[config.mk]
export PLATFORM = sky130hd
export DESIGN_NAME = dclk_tx_lanes
export DESIGN_NICKNAME = d
export VERILOG_FILES = /design/src/rtl/dclk_tx_lanes_pkg.sv /design/src/rtl/dclk_tx_lanes_link_fifo.sv /design/src/rtl/dclk_tx_lanes.sv
export SDC_FILE = /design/constraint.sdc
export NUM_CORES = 1
export LEC_CHECK = 0
export ABC_AREA = 1
export CAP_MARGIN = 20
export CORE_AREA = 2 2 97 99
export DETAILED_ROUTE_END_ITERATION = 8
export DIE_AREA = 0 0 99 101
export GPL_ROUTABILITY_DRIVEN = 0
export PLACE_DENSITY = 0.72
export SYNTH_ARGS = -nofsm -noshare
export SYNTH_HDL_FRONTEND = slang
export SYNTH_HIERARCHICAL = 1
export SYNTH_SLANG_ARGS = --single-unit
[constraint.sdc]
create_clock -name clk -period 3.8 [get_ports clk]
set_input_delay 1.14 -clock clk [delete_from_list [all_inputs] [get_ports clk]]
set_output_delay 1.14 -clock clk [all_outputs]
set_load 0.05 [all_outputs]
[src/rtl/dclk_tx_lanes_pkg.sv]
// Shared link constants for the lane-parallel transmitter and its matching receiver.
package dclk_tx_lanes_pkg;

    // Flit field sizes; the default flit is their sum.
    localparam int unsigned HDR_SZ  = 2;
    localparam int unsigned PL_SZ   = 8;
    localparam int unsigned ADDR_SZ = 6;

    // Per-lane wire values.
    localparam logic LINK_IDLE  = 1'b0;
    localparam logic LINK_START = 1'b1;

    // Transmitter FSM encodings, shared with the receiver.
    typedef enum logic [1:0] {
        TX_IDLE   = 2'd0,
        TX_DATA   = 2'd1,
        TX_PARITY = 2'd2,
        TX_GAP    = 2'd3
    } tx_state_e;

    // Number of data beats needed to carry data_w bits over the given lane count.
    function automatic int unsigned beats_for(int unsigned data_w, int unsigned lanes);
        return (data_w + lanes - 1) / lanes;
    endfunction

endpackage

[src/rtl/dclk_tx_lanes_link_fifo.sv]
// Synchronous FIFO with registered full flag and occupancy, shared by link TX and RX.
module dclk_tx_lanes_link_fifo #(
    parameter int unsigned DATA_W = 8,
    parameter int unsigned DEPTH  = 4
) (
    input  logic                    clk,
    input  logic                    reset,
    input  logic                    push,
    input  logic [DATA_W-1:0]       din,
    input  logic                    pop,
    output logic [DATA_W-1:0]       dout,
    output logic                    full,
    output logic                    empty,
    output logic [$clog2(DEPTH):0]  level
);

    localparam int unsigned AW = $clog2(DEPTH);

    logic [DATA_W-1:0] mem [DEPTH];
    logic [AW:0]       wr_ptr_q, wr_ptr_d;
    logic [AW:0]       rd_ptr_q, rd_ptr_d;
    logic [AW:0]       level_q;
    logic              full_q;
    logic              do_push;
    logic              do_pop;

    // A push while full is dropped even if a pop happens in the same cycle.
    assign do_push = push && !full_q;
    assign do_pop  = pop && !empty;
    assign empty   = (wr_ptr_q == rd_ptr_q);
    assign full    = full_q;
    assign level   = level_q;
    assign dout    = mem[rd_ptr_q[AW-1:0]];

    // Next pointer values; the extra MSB distinguishes full from empty.
    always_comb begin
        wr_ptr_d = wr_ptr_q;
        rd_ptr_d = rd_ptr_q;
        if (do_push) wr_ptr_d = wr_ptr_q + (AW+1)'(1);
        if (do_pop)  rd_ptr_d = rd_ptr_q + (AW+1)'(1);
    end

    // Pointer, occupancy and full-flag registers.
    always_ff @(posedge clk or posedge reset) begin
        if (reset) begin
            wr_ptr_q <= '0;
            rd_ptr_q <= '0;
            level_q  <= '0;
            full_q   <= 1'b0;
        end else begin
            wr_ptr_q <= wr_ptr_d;
            rd_ptr_q <= rd_ptr_d;
            level_q  <= wr_ptr_d - rd_ptr_d;
            full_q   <= (wr_ptr_d[AW] != rd_ptr_d[AW]) &&
                        (wr_ptr_d[AW-1:0] == rd_ptr_d[AW-1:0]);
        end
    end

    // Storage array; contents need no reset.
    always_ff @(posedge clk) begin
        if (do_push) mem[wr_ptr_q[AW-1:0]] <= din;
    end

endmodule

[src/rtl/dclk_tx_lanes.sv]
// Lane-parallel link transmitter: buffers flits and sends START, data beats, PARITY, GAP.
module dclk_tx_lanes
    import dclk_tx_lanes_pkg::*;
#(
    parameter int unsigned    ID     = 0,
    parameter logic [63:0]    DIR    = "east",
    parameter int unsigned    DATA_W = HDR_SZ + PL_SZ + ADDR_SZ,
    parameter int unsigned    LANES  = 1,
    parameter int unsigned    DEPTH  = 4
) (
    input  logic                    clk,
    input  logic                    reset,
    input  logic                    req,
    input  logic [DATA_W-1:0]       parallel_in,
    input  logic                    channel_busy,
    output logic                    tx_busy,
    output logic [LANES-1:0]        serial_out,
    output logic                    tx_active,
    output logic                    overflow,
    output logic [$clog2(DEPTH):0]  level
);

    localparam int unsigned BEATS  = beats_for(DATA_W, LANES);
    localparam int unsigned SH_W   = BEATS * LANES;
    localparam int unsigned BEAT_W = (BEATS > 1) ? $clog2(BEATS) : 1;

    tx_state_e         state_q, state_d;
    logic [BEAT_W-1:0] beat_q, beat_d;
    logic [SH_W-1:0]   shreg_q, shreg_d;
    logic              parity_q, parity_d;
    logic [LANES-1:0]  serial_q, serial_d;
    logic              active_q, active_d;
    logic              overflow_q, overflow_d;

    logic              pop;
    logic [DATA_W-1:0] head;
    logic              fifo_full;
    logic              fifo_empty;

    // Identification parameters only label simulation messages.
    logic unused_params;
    assign unused_params = ^{ID, DIR};

    dclk_tx_lanes_link_fifo #(
        .DATA_W (DATA_W),
        .DEPTH  (DEPTH)
    ) u_fifo (
        .clk    (clk),
        .reset  (reset),
        .push   (req),
        .din    (parallel_in),
        .pop    (pop),
        .dout   (head),
        .full   (fifo_full),
        .empty  (fifo_empty),
        .level  (level)
    );

    assign tx_busy    = fifo_full;
    assign serial_out = serial_q;
    assign tx_active  = active_q;
    assign overflow   = overflow_q;

    // Next state and next wire value; each state sets the beat shown after the coming edge.
    always_comb begin
        state_d    = state_q;
        beat_d     = beat_q;
        shreg_d    = shreg_q;
        parity_d   = parity_q;
        serial_d   = {LANES{LINK_IDLE}};
        active_d   = 1'b0;
        pop        = 1'b0;
        overflow_d = overflow_q | (req & fifo_full);
        case (state_q)
            TX_IDLE: begin
                if (!fifo_empty && !channel_busy) begin
                    pop      = 1'b1;
                    shreg_d  = SH_W'(head);
                    parity_d = ^head;
                    serial_d = {LANES{LINK_START}};
                    active_d = 1'b1;
                    beat_d   = '0;
                    state_d  = TX_DATA;
                end
            end
            TX_DATA: begin
                // Low lanes of the shift register always hold the current beat.
                serial_d = shreg_q[LANES-1:0];
                shreg_d  = shreg_q >> LANES;
                active_d = 1'b1;
                if (beat_q == BEAT_W'(BEATS - 1)) begin
                    state_d = TX_PARITY;
                end else begin
                    beat_d = beat_q + BEAT_W'(1);
                end
            end
            TX_PARITY: begin
                serial_d = LANES'(parity_q);
                active_d = 1'b1;
                state_d  = TX_GAP;
            end
            TX_GAP: begin
                // One idle cycle lets the receiver raise channel_busy before the next START.
                state_d = TX_IDLE;
            end
            default: state_d = TX_IDLE;
        endcase
    end

    // FSM, datapath and registered-output state.
    always_ff @(posedge clk or posedge reset) begin
        if (reset) begin
            state_q    <= TX_IDLE;
            beat_q     <= '0;
            shreg_q    <= '0;
            parity_q   <= 1'b0;
            serial_q   <= '0;
            active_q   <= 1'b0;
            overflow_q <= 1'b0;
        end else begin
            state_q    <= state_d;
            beat_q     <= beat_d;
            shreg_q    <= shreg_d;
            parity_q   <= parity_d;
            serial_q   <= serial_d;
            active_q   <= active_d;
            overflow_q <= overflow_d;
        end
    end

endmodule

==> run_results.csv, run 1 <==
group,metric,value,unit
outcome,status,"finished, final reports clean",
synthesis,postSynth.topFlopCell,"sky130_fd_sc_hd__edfxtp_1",
clock_tree,cts.repair.resized,0,
synthesis,synthDistinctLibCells,38,
flow_run,cap_viol_max_count,0,
global_route,globalRouteOverflowTotal,0,
routing,vias_per_cell,5.177,
power_and_ir_drop,sequentialPowerShare,33.6,%
worst_setup_path,crit_slowest_cell,"sky130_fd_sc_hd__dfrtp_1",
synthesis,synth_seq_cells,100,
routing,initialDrtViolationCount,141,
worst_setup_path,timing.setup.critical_path_class,"reg2reg",
timing,post_route_fraction_of_the_period_consumed_by_the_critical_path,71.51,%
clock_tree,clock_tree_from_tritoncts,"done",
timing,slew_headroom,49.45,%
timing,timing_worst_slew_pin_value,0.7583,ns
worst_setup_path,critPathLaunchType,"register",
clock_tree,ctsHtreeMaxLevel,3,
placement,port-buffer-count,26,
synthesis,synth_async_sr_flop_share,36.00,%
synthesis,ys.warnings.count,6,
synthesis,post_synth_instance_area,4836,um^2
routing,routed_wire_length_per_instance,13.49,um
routing,route.vias.total,3303,
global_route,antenna_violations_before_repair,0,
floorplanning,coreArea,8977,um^2
routing,detailedRoute.firstPassIterationCount,4,
clock_tree,cts_post_setup_buffers_inserted,0,
power_and_ir_drop,power.ir.vdd_worst,0.3462,mV
timing,rsz0062_at_grt,"false",
floorplanning,die_w,99,um
worst_setup_path,timing.critical_path.slowest_cell_delay,0.84,ns
synthesis,synthesis.instances,495,
placement,detailed_place_hpwl,5.777,mm
timing,final_number_of_max_transition_violations,0,
timing,hold_viol,0,
clock_tree,clk_path_buf_depth,2,
synthesis,seq_area_frac_synth,58.37,%
global_route,first_global_vias,3103,
worst_setup_path,critical_path_cell_sequence,"xnor2_2, nand3_4, inv_1, nor2_1, nand2_1, inv_1, nand2_4, xor2_1, ha_1, inv_1, ha_1, inv_1, nand2_2, nand2_1, nand2_1",
clock_tree,cts_buffers,9,
power_and_ir_drop,power.internal,2.581,mW
power_and_ir_drop,power-per-cell-area,897.1,nW/um^2
clock_tree,clock_sink_count,100,
routing,drtAntennaViolNets,0,
power_and_ir_drop,power.switching,2.256,mW
floorplanning,die_area,9999,um^2
hold_path,hold_path.class,"reg2reg",
floorplanning,design.portCount,27,
power_and_ir_drop,power.clock.fraction,14.2,%
finish,nets,555,
global_route,grt_start_max_net_pins,36,
worst_setup_path,critical_path.most_common_cell,"sky130_fd_sc_hd__inv_1",
timing,timing.clock.skew,0.01251,ns
floorplanning,die_height,101,um
timing,timing.setup.tns,0,ns
global_route,grt_first_pass_wirelength,14.50,mm
finish,layout_area_growth_over_synthesis,11.51,%
finish,post_route_cells_drive_above_1_share,10.44,%
timing,peak_clock_frequency_supported_by_timing,368.0,MHz
worst_setup_path,crit_fanout,20,
routing,routed_wl,8.607,mm
timing,shortest_clock_period_the_worst_path_allows_after_layout,2.717,ns
power_and_ir_drop,power.switching_fraction,46.64,%
power_and_ir_drop,leakage,2.320,nW
synthesis,synth-edff-count,64,
worst_setup_path,arrival,2.99,ns
synthesis,synth_area_per_cell,9.769,um^2
timing,timing.final.setup_violations,0,
synthesis,number_of_nets_produced_by_synthesis,528,
routing,detail_route.drc_violations,0,
worst_setup_path,worst_ep_required_time,4.07,ns
clock_tree,worst_skew_pair.late_latency,0.37,ns
clock_tree,cts-root-buf,"sky130_fd_sc_hd__clkbuf_8",
floorplanning,row_count,35,
clock_tree,holdBufCountCts,0,
finish,n_antenna_cell,0,
power_and_ir_drop,power.share.combinational,52.2,%
floorplanning,floorplan.initialDensity,53.87,%
global_route,grt_util_all_layers,18.37,%
clock_tree,worst_setup_hold_path_clk_slew,0.10,ns
timing,holdWs,0.4859,ns
worst_setup_path,setup.worst_path.end_class,"register",
==> area by class of cell <==
cell class	instances	area, um^2
Fill cell	735	3585
Sequential cell	100	2823
Multi-Input combinational cell	310	1650
Timing Repair Buffer	33	312.8
Inverter	68	260.3
Tap cell	111	138.9
Clock buffer	9	123.9
Clock inverter	7	83.83
==> power by group through the flow <==
stage          Clock, mW  Sequential, mW  Combinational, mW
2_1_floorplan          0            1.71               1.95
3_3_place_gp           0            1.65               2.43
3_5_place_dp           0            1.65               2.52
4_1_cts            0.706            1.63               2.54
5_1_grt            0.749            1.66               2.89
6_report           0.687            1.63               2.52
==> sequential cells by signal, summed over array words and instances, names as in the netlist <==
register         cells
serial_out           1
parity_q             1
u_fifo/full          1
overflow             1
u_fifo/rd_ptr_q      3
u_fifo/wr_ptr_q      3
tx_active            1
shreg_q             16
u_fifo/level         3
u_fifo/mem          64
beat_q               4
state_q              2
==> placed cells by master, fill, tap and decap left out, types with 2 or more instances in the layout <==
| cell | n |
|---|---|
| sky130_fd_sc_hd__a21oi_1 | 3 |
| sky130_fd_sc_hd__buf_4 | 7 |
| sky130_fd_sc_hd__clkbuf_8 | 9 |
| sky130_fd_sc_hd__clkdlybuf4s50_1 | 26 |
| sky130_fd_sc_hd__clkinv_8 | 2 |
| sky130_fd_sc_hd__dfrtp_1 | 36 |
| sky130_fd_sc_hd__edfxtp_1 | 64 |
| sky130_fd_sc_hd__ha_1 | 13 |
| sky130_fd_sc_hd__inv_1 | 60 |
| sky130_fd_sc_hd__inv_2 | 6 |
| sky130_fd_sc_hd__inv_4 | 2 |
| sky130_fd_sc_hd__inv_8 | 3 |
| sky130_fd_sc_hd__nand2_1 | 119 |
| sky130_fd_sc_hd__nand2_2 | 7 |
| sky130_fd_sc_hd__nand2_4 | 4 |
| sky130_fd_sc_hd__nand3_1 | 7 |
| sky130_fd_sc_hd__nand3_2 | 3 |
| sky130_fd_sc_hd__nor2_1 | 50 |
| sky130_fd_sc_hd__o211ai_1 | 14 |
| sky130_fd_sc_hd__o21ai_0 | 50 |
| sky130_fd_sc_hd__o21ai_1 | 3 |
| sky130_fd_sc_hd__o21ai_4 | 2 |
| sky130_fd_sc_hd__o22ai_1 | 16 |
| sky130_fd_sc_hd__xnor2_1 | 4 |
| sky130_fd_sc_hd__xor2_1 | 2 |
==> synth_stat cells (all sizes together) (3+ instances only) <==
| master | number | area share (%) |
|---|---|---|
| edfxtp | 64 | 40 |
| a21oi | 3 | 0.31 |
| dfrtp | 36 | 19 |
| clkbuf | 9 | 0.72 |
| o211ai | 14 | 2.2 |
| ha | 13 | 3.4 |
| inv | 68 | 5.4 |
| xnor2 | 5 | 1.1 |
| buf | 8 | 1.4 |
| xor2 | 3 | 0.70 |
| o22ai | 16 | 2.1 |
| nor2 | 51 | 4.1 |
| nand3 | 11 | 1.7 |
| o21ai | 56 | 6.3 |
| nand2 | 130 | 11 |
==> per-layer routing <==
layer  global-route usage [%]  part of all wire [%]  vias to the layer above  wire length, um
met5                        0                     0                        -                0
met4                    4.953                  0.99                        0               85
met3                    3.953                   4.0                        8              348
met2                    30.82                    48                       59             4128
met1                    24.46                    47                     1558             4045
li1                         -                     -                     1678                -
==> worst paths after layout <==
kind                               startpoint            endpoint  slack (ns)  cells after the start
max reg2reg                u_fifo/rd_ptr_q[1]     u_fifo/level[2]        1.08                     15
max                        u_fifo/rd_ptr_q[1]     u_fifo/level[2]        1.08                     15
min                                  overflow            overflow        0.49                      1
min reg2reg                          overflow            overflow        0.49                      1
max in group asynchronous               reset          shreg_q[5]        2.40                      3
min in group asynchronous               reset  u_fifo/rd_ptr_q[2]        1.07                      2
==> kinds of logic after synthesis <==
kind of cell	count (synthesis)	share of synthesized area, %
AND/OR/NAND/NOR	196	17.39
adder cells (fa/ha/maj)	13	3.364
AO/OA/AOI/OAI	93	11.62
XOR/XNOR	8	1.760
flip-flops	100	58.37
buffers and inverters	85	7.503
==> critical path, delay by kind of cell (launching register included) <==
| family | cells | cell delay, ns |
|---|---|---|
| flip-flops | 1 | 0.84 |
| AND/OR/NAND/NOR | 7 | 0.67 |
| XOR/XNOR | 2 | 0.40 |
| buffers and inverters | 4 | 0.38 |
| adder cells (fa/ha/maj) | 2 | 0.34 |
==> stage by stage <==
stage	std cells	cell area (um^2)	setup WS, ns	util (%)	power [mW]
after floorplan	495	4836	1.333	-	3.659
after global placement	622	5185	0.7699	57.76	4.082
after detailed placement	622	5185	0.7350	57.76	4.175
after CTS	638	5393	1.074	60.07	4.870
after global routing	638	5393	0.8430	60.07	5.302
final	638	5393	1.083	60.07	4.838
(Power assumes the default switching activity.)
==> inputs of run 2 (changes only) <==
==> constraint.sdc (replaced) <==
create_clock -name clk -period 2.5 [get_ports clk]
set_input_delay 0.75 -clock clk [delete_from_list [all_inputs] [get_ports clk]]
set_output_delay 0.75 -clock clk [all_outputs]
set_load 0.05 [all_outputs]
==> run 2 against run 1 <==
Net effect:
- wire length up 0.24%
- register-to-register slack worse by 0.80 ns
- critical endpoint is now tx_busy
- highest routed layer unchanged
- worst setup slack worse by 0.91 ns
- largest power group unchanged
==> run_results.csv, run 2 (synthesis gave the netlist of run 1 again) <==
group,metric,value,unit
worst_setup_path,timing.critical_path.slowest_cell_delay,0.82,ns
hold_path,hold_path.class,"reg2reg",
finish,instances_no_fill,651,
finish,post_route_cells_drive_above_1_share,12.59,%
clock_tree,clk_path_buf_depth,2,
floorplanning,die_area,9999,um^2
timing,hold_viol,0,
routing,initialDrtViolationCount,155,
finish,n_antenna_cell,0,
routing,vias_per_cell,5.131,
global_route,first_global_vias,3131,
power_and_ir_drop,sequentialPowerShare,32.6,%
timing,peak_clock_frequency_supported_by_timing,429.1,MHz
worst_setup_path,critical_path_cell_sequence,"clkdlybuf4s50_1",
finish,register_area,2823,um^2
global_route,grt_util_all_layers,18.68,%
power_and_ir_drop,power.share.combinational,54.1,%
power_and_ir_drop,power.switching,3.415,mW
power_and_ir_drop,power.switching_fraction,45.48,%
timing,rsz0062_at_grt,"false",
placement,post_place_setup_slack,-0.001133,ns
power_and_ir_drop,power-per-cell-area,1362,nW/um^2
power_and_ir_drop,power.ir.vdd_worst,0.7112,mV
floorplanning,row_count,35,
worst_setup_path,critPathLaunchType,"register",
global_route,antenna_violations_before_repair,0,
routing,routed_wire_length_per_instance,13.25,um
power_and_ir_drop,p_total,7.509,mW
floorplanning,design.portCount,27,
timing,timing.clock.skew,0.01607,ns
timing,final_number_of_max_transition_violations,0,
clock_tree,cts_post_setup_buffers_inserted,0,
global_route,grt_first_pass_wirelength,14.61,mm
worst_setup_path,cp_num_buf_inv,1,
clock_tree,cts-root-buf,"sky130_fd_sc_hd__clkbuf_8",
floorplanning,coreArea,8977,um^2
power_and_ir_drop,leakage,2.382,nW
placement,post-place-cells,635,
timing,shortest_clock_period_the_worst_path_allows_after_layout,2.331,ns
finish,design_area,5512,um^2
routing,detailedRoute.firstPassIterationCount,4,
finish,final_cell_mix,"sky130_fd_sc_hd__nand2_1 (119), sky130_fd_sc_hd__edfxtp_1 (64), sky130_fd_sc_hd__inv_1 (60), sky130_fd_sc_hd__nor2_1 (50), sky130_fd_sc_hd__o21ai_0 (50)",
power_and_ir_drop,power.clock.fraction,13.3,%
placement,port-buffer-count,26,
floorplanning,floorplan.initialDensity,53.87,%
routing,drtAntennaViolNets,0,
worst_setup_path,crit_fanout,3,
timing,post_route_fraction_of_the_period_consumed_by_the_critical_path,93.22,%
clock_tree,worst_setup_hold_path_clk_slew,0.10,ns
finish,nets,568,
clock_tree,worst_skew_pair.late_latency,0.37,ns
finish,layout_area_growth_over_synthesis,13.97,%
worst_setup_path,arrival,1.58,ns
finish,area_used_by_multi_input_combinational_logic,1650,um^2
routing,route.vias.total,3340,
routing,detail_route.drc_violations,0,
timing,timing.final.setup_violations,0,
floorplanning,die_w,99,um
timing,post-route-worst-setup-slack,0.1695,ns
clock_tree,cts_buffers,9,
timing,timing.setup.tns,0,ns
timing,holdWs,0.4776,ns
finish,final_core_utilization,61.39,%
worst_setup_path,crit_slowest_cell,"sky130_fd_sc_hd__clkdlybuf4s50_1",
finish,num-fill-cells,731,
floorplanning,die_height,101,um
finish,final_common_cell,"sky130_fd_sc_hd__nand2_1",
finish,largest_reg_flops,64,
clock_tree,holdBufCountCts,0,
outcome,status,"finished, final reports clean",
global_route,grt_start_max_net_pins,35,
clock_tree,cts.repair.resized,0,
power_and_ir_drop,power.internal,4.094,mW
worst_setup_path,worst_ep_required_time,1.75,ns
worst_setup_path,timing.setup.critical_path_class,"reg2out",
timing,slew_headroom,54.95,%
timing,timing_worst_slew_pin_value,0.6732,ns
worst_setup_path,kind_of_cell_adding_the_most_delay_to_the_critical_path,"buffers and inverters",
flow_run,cap_viol_max_count,0,
clock_tree,clock_tree_from_tritoncts,"done",
clock_tree,ctsHtreeMaxLevel,3,
global_route,globalRouteOverflowTotal,0,
clock_tree,clock_sink_count,100,
placement,detailed_place_hpwl,5.834,mm
placement,placement.cell_area,5320,um^2
worst_setup_path,setup.worst_path.end_class,"output pin",
routing,routed_wl,8.628,mm
[run 2: power groups by stage]
stage               Sequential [mW]  Clock [mW]  Combinational, mW
global route                   2.50        1.08               4.66
finish                         2.45       0.999               4.06
detailed placement             2.48           0               4.07
global placement               2.48           0               3.95
CTS                            2.45        1.02               4.09
floorplan                      2.60           0               2.96
[run 2: final timing paths]
path	start	end	slack (ns)	depth (start not counted)
max in group asynchronous	reset	shreg_q[2]	1.46	3
max	u_fifo/full	tx_busy	0.17	1
min reg2reg	overflow	overflow	0.48	1
min	overflow	overflow	0.48	1
max reg2reg	u_fifo/rd_ptr_q[0]	u_fifo/level[2]	0.28	17
min in group asynchronous	reset	overflow	0.53	2
[run 2: cell type report]
class	instances	area share [%]
Clock buffer	9	2.247
Inverter	68	4.722
Timing Repair Buffer	46	8.127
Multi-Input combinational cell	310	29.94
Sequential cell	100	51.21
Tap cell	111	2.520
Clock inverter	7	1.226
[run 2: metal layers]
metal	wire length, um	GRT usage (%)
met5	0	0
met4	132	7.271
met1	4234	25.81
met2	4082	30.30
met3	178	2.497
==> inputs of run 3 (changes only) <==
--- a/config.mk
+++ b/config.mk
@@ -16,3 +16,4 @@
 export SYNTH_HDL_FRONTEND = slang
 export SYNTH_HIERARCHICAL = 1
 export SYNTH_SLANG_ARGS = --single-unit
+export TNS_END_PERCENT = 20
==> results of run 3 <==
The final DEF is identical to that of run 2; final timing and power are the same.
